### config.mk
export PLATFORM = sky130hd
export DESIGN_NAME = frontend_window
export DESIGN_NICKNAME = d
export VERILOG_FILES = /design/src/rtl/frontend_window.sv
export SDC_FILE = /design/constraint.sdc
export NUM_CORES = 1
export LEC_CHECK = 0
export ABC_AREA = 1
export BUFFER_PORTS_ARGS = -buffer_cell sky130_fd_sc_hd__buf_2
export CORE_AREA = 3 3 170 296
export CTS_CLUSTER_SIZE = 8
export DETAILED_ROUTE_END_ITERATION = 8
export DIE_AREA = 0 0 173 299
export PLACE_DENSITY = 0.8
export SYNTH_ARGS = -nofsm -noshare
export SYNTH_HDL_FRONTEND = slang
export SYNTH_SLANG_ARGS = --single-unit
### constraint.sdc
create_clock -name clk -period 33.9 [get_ports clk]
set_input_delay 6.78 -clock clk [delete_from_list [all_inputs] [get_ports clk]]
set_output_delay 6.78 -clock clk [all_outputs]
set_load 0.02 [all_outputs]
### src/rtl/frontend_window.sv
// Age-ordered instruction window between fetch and issue: compacting storage,
// delay-slot tracking and single-step load-use hoisting within a lookahead range.
module frontend_window #(
  parameter int DEPTH     = 4,
  parameter int LOOKAHEAD = 2
) (
  input  logic        clk,
  input  logic        resetn,
  input  logic        flush,
  input  logic        in_valid,
  output logic        in_ready,
  input  logic [31:0] in_pc,
  input  logic [31:0] in_instr,
  input  logic [30:0] in_rmask,
  input  logic [30:0] in_wmask,
  input  logic        in_branch,
  input  logic        in_mem,
  output logic        out_valid,
  input  logic        out_ready,
  output logic [31:0] out_pc,
  output logic [31:0] out_instr,
  output logic [2:0]  out_sel,
  output logic [3:0]  count,
  output logic [31:0] swaps
);

  localparam int LA = (LOOKAHEAD < DEPTH) ? LOOKAHEAD : DEPTH;

  // slot marks an entry that was accepted directly after a branch.
  typedef struct packed {
    logic [31:0] pc;
    logic [31:0] instr;
    logic [30:0] rmask;
    logic [30:0] wmask;
    logic        branch;
    logic        mem;
    logic        slot;
  } entry_t;

  entry_t      r_win [DEPTH];
  entry_t      w_next [DEPTH];
  entry_t      w_new;
  entry_t      w_out;
  logic [3:0]  r_count;
  logic        r_last_branch;
  logic [31:0] r_swaps;

  logic [LA-1:0] w_elig;
  logic [2:0]    w_sel;
  logic          w_head_blocked;
  logic          w_valid;
  logic          w_room;
  logic          w_accept;
  logic          w_drop;
  logic          w_store;
  logic          w_issue;
  logic [3:0]    w_wr_pos;

  // Handshakes: a transfer happens on a rising edge where valid & ready are both
  // high; valid never waits on ready, and in_ready depends only on occupancy.
  assign w_room   = (r_count < 4'(DEPTH));
  assign w_accept = in_valid & w_room;
  assign w_drop   = (in_instr == 32'd0) & ~r_last_branch;
  assign w_store  = w_accept & ~w_drop;
  assign w_issue  = out_valid & out_ready;
  assign w_wr_pos = r_count - {3'b000, w_issue};

  always_comb begin
    w_elig    = '0;
    w_elig[0] = (r_count != 4'd0);
    for (int j = 1; j < LA; j++) begin
      w_elig[j] = (j < int'(r_count)) && !r_win[j].branch;
      for (int i = 0; i < j; i++) begin
        if (r_win[i].branch) w_elig[j] = 1'b0;
        if (r_win[i].mem && r_win[j].mem) w_elig[j] = 1'b0;
        if (((r_win[j].wmask & (r_win[i].rmask | r_win[i].wmask)) |
             (r_win[i].wmask & (r_win[j].rmask | r_win[j].wmask))) != 31'd0)
          w_elig[j] = 1'b0;
      end
    end
  end

  // Only a memory-op head may be overtaken, and never while it is a delay slot,
  // so a branch and its slot always leave back-to-back.
  always_comb begin
    w_sel = '0;
    if (r_win[0].mem && !r_win[0].slot) begin
      for (int j = LA - 1; j >= 1; j--) begin
        if (w_elig[j] && !r_win[j].mem) w_sel = 3'(j);
      end
    end
  end

  assign w_head_blocked = r_win[0].branch && (r_count == 4'd1);
  assign w_valid        = w_elig[0] && !w_head_blocked;

  always_comb begin
    w_out = r_win[0];
    for (int k = 1; k < LA; k++) begin
      if (3'(k) == w_sel) w_out = r_win[k];
    end
  end

  always_comb begin
    w_new.pc     = in_pc;
    w_new.instr  = in_instr;
    w_new.rmask  = in_rmask;
    w_new.wmask  = in_wmask;
    w_new.branch = in_branch;
    w_new.mem    = in_mem;
    w_new.slot   = r_last_branch;
  end

  // Remove the issued entry by shifting younger ones down, then append.
  always_comb begin
    for (int k = 0; k < DEPTH; k++) begin
      w_next[k] = r_win[k];
      if (w_issue && (3'(k) >= w_sel))
        w_next[k] = r_win[(k == DEPTH - 1) ? k : k + 1];
      if (w_store && (4'(k) == w_wr_pos))
        w_next[k] = w_new;
    end
  end

  always_ff @(posedge clk) begin
    if (!resetn) begin
      r_count       <= 4'd0;
      r_last_branch <= 1'b0;
      r_swaps       <= 32'd0;
    end else if (flush) begin
      r_count       <= 4'd0;
      r_last_branch <= 1'b0;
    end else begin
      r_count <= r_count + {3'b000, w_store} - {3'b000, w_issue};
      if (w_accept) r_last_branch <= in_branch;
      if (w_issue && (w_sel != 3'd0)) r_swaps <= r_swaps + 32'd1;
    end
  end

  always_ff @(posedge clk) begin
    for (int k = 0; k < DEPTH; k++) r_win[k] <= w_next[k];
  end

  assign in_ready  = w_room | ~resetn;
  assign out_valid = w_valid & resetn;
  assign out_pc    = w_out.pc;
  assign out_instr = w_out.instr;
  assign out_sel   = w_sel;
  assign count     = r_count;
  assign swaps     = r_swaps;

endmodule

==> impl_results.md <==
* Synth Cell Area at 24000 µm²
* Die width at approximately 170 µm
* Routed wire length at 56860 µm
* Pins Over Slew Limit at 0
* Synth Register Bits at around 550
* H-tree depth at 3
* Post-Route Setup TNS at 0 ps
* DRT iter0 DRCs at 1485
* Peak supply drop at roughly 0.045 mV
* Post-synth top cells: 740 x nand2_1, 516 x edfxtp_1, 405 x o21ai_0
* Worst slew margin at a little over a quarter
* Worst-path clk slew at around 50 ps
* Placeable core area at around 48000 µm²
* CTS tree: built
* Fillcell total at 3940
* Die area at ~52000 µm²
* R2R Path Start: count[2]$_SDFF_PP0_
* GPL Wtd Cong at 0.8355
* WHS Path Cells at 2
* WHS at around 500 ps
* CTS max path bufs at 3
* Crit-path most repeated cell: buf_2
* Leak Pwr at 11.42 nW
* Area grow syn2layout at 15.21%
* Via count at 16760
* Setup crit end kind: primary output
* PortBufs at 235
* Worst hold start: r_win[2][97]$_DFFE_PP_
* Synth warnings at 0
* Post-CTS Setup Inserts at 0
* Top FF cell, synth: edfxtp_1
* CP startpoint kind: input port
* RSZ-0062 raised after global routing: no
* Worst Path Max Fanout at 33
* Final instance count without filler cells at 3189
* WP data required at 27120 ps
* # IOs at 238
* CTS root buf: clkbuf_16
* Drt first pass iters at 5
* Pin count of the biggest net entering global routing at 104
* Number of antenna violations at the first check in global routing at 17
* Hold path endpoint: r_win[1][97]$_DFFE_PP_
* Routed wire length per instance at roughly 18 µm
* PD cells at between 60 and 70 nW/µm²
* Total CTS buffers at 79
* Synth top area share at approximately 65%
* Initial Util at roughly half
* Post-route ant nets at 0
* Tightest Hold Check Type: register to register
* Worst path cell trace: buf_2 > inv_1 > or2_2 > buf_2
* Hold Vio Cnt, Final at 0
* Cell taking the most area after synthesis: edfxtp_1
* DP HPWL at 36150 µm
* Setup violators final at 0
* WS Path Type: input port to primary output
* Fin Clk Skew at roughly 55 ps
* Cell Rows at 106
* Worst Reg-to-Reg Cells at 15
* Mapped Cells at between 2000 and 2500
* Worst-Margin Slew at between 1000 and 1500 ps
* Distinct cells, synth at 31
* Avg Cell Area, Syn at 10.48 µm²
* Ys async rst share at 0%
* Layout cell share with drive strength beyond 1 at 14.03%
* Final Core Density at 57.59%
* Status: finished clean
* Final Critical Period at 14700 ps
* Die height at 299 µm
* Max-cap violations at 0
* Global route overflow at 0
* CTS resizes at 0
* Routed vias/inst at around 5.3
* Nets@finish at roughly 2700
* First-pass GRT wire length at 88610 µm
* Main area contributors after synthesis: edfxtp_1 65%, nand2_1 12%, o21ai_0 8.4%
* Cell with the most instances after synthesis: nand2_1
* CTS sink cnt at between 500 and 600
* Reg2Reg Setup Slack at around 28000 ps
* Inst Count DP at about 3100
* Peak per-stage delay on the critical path at 490 ps
* Clock latency on the worst-skew pair at between 600 and 700 ps
* Critical path's slowest cell: buf_2
* Gr usage total at 21.47%
* Worst Path Arrival at 7920 ps
* Max Clk Rate at 68.02 MHz
* Sequential fraction of the synthesis area at approximately two thirds
* Tcrit/Tclk final at 43.37%
* Post-synth EDFFs at 516
* DR DRC count at 0
* Vias in the first global route at 16770
* Hold bufs inserted after CTS at 0
* Critical R2R Capture: r_win[1][92]$_DFFE_PP_
==> layout make-up <==
| cell class | count | area [µm²] | area share (%) |
|---|---|---|---|
| Antenna cell | 10 | 25.02 | 0.09051 |
| Clock buffer | 92 | 2047 | 7.404 |
| Clock inverter | 8 | 181.4 | 0.6562 |
| Inverter | 229 | 859.6 | 3.109 |
| Multi-Input combinational cell | 1396 | 6177 | 22.34 |
| Sequential cell | 553 | 16240 | 58.72 |
| Tap cell | 648 | 810.8 | 2.933 |
| Timing Repair Buffer | 253 | 1311 | 4.743 |
==> critical path: cells and delay by family <==
kind	cells	cell delay, ps
simple gates	1	310
buf+inv	3	840
==> power breakdown <==
part           internal [W]  switching (W)  total [W]  leakage (nW)
Sequential         0.000849      0.0000235   0.000873          5.05
Clock              0.000425       0.000282   0.000707          1.07
Combinational     0.0000624       0.000180   0.000242          5.30
==> stage by stage <==
stage	worst slack [ps]	total power, W	cell area (µm²)
2_1_floorplan	16130	0.001064	24000
3_3_place_gp	19190	0.001113	25390
3_5_place_dp	19170	0.001126	25390
4_1_cts	19170	0.001840	27620
5_1_grt	19090	0.001901	27640
6_report	19200	0.001822	27650
==> registers in the layout, summed over array words and instances (netlist names) <==
signal         cells
r_win            516
swaps             32
count              4
r_last_branch      1
==> layer usage <==
layer	wire, µm	share of wire [%]	up-vias	GRT usage [%]
li1	-	-	8139	-
met1	21550	38	7930	24.20
met2	30140	53	558	39.47
met3	3204	5.6	123	4.450
met4	1909	3.4	10	8.639
met5	61	0.11	-	0
==> worst max-delay path by stage <==
stage                     cells after the start  slack [ps]   start                    end
after floorplan                              10       16130  resetn  r_win[3][0]$_DFFE_PP_
after detailed placement                      4       19170  resetn               in_ready
after CTS                                     4       19170  resetn               in_ready
after global placement                        4       19190  resetn               in_ready
after global routing                          4       19090  resetn               in_ready
final                                         4       19200  resetn               in_ready
==> logic make-up after synthesis <==
kind of cell	Yosys count	synth area share, %
and+or+nand+nor	959	16.00
AOI/OAI and AO/OA	422	8.811
buffers and inverters	342	6.846
DFF	553	67.65
other	1	0.01563
adders and majority gates	11	0.6048
xor gates and xnor gates	2	0.07301
==> cell usage in the layout, fill, tap and decap left out, types with 5 or more instances in the layout <==
master       n
buf_2      235
buf_4       18
clkbuf_1    12
clkbuf_16   80
clkinv_16    5
dfxtp_1     37
diode_2     10
edfxtp_1   516
ha_1        10
inv_1      227
nand2_1    738
nand3_1     40
nand4_1     39
nor2_1     109
nor3_1      14
o21ai_0    404
o21ai_1     13
Power figures use the tool's default switching activity.
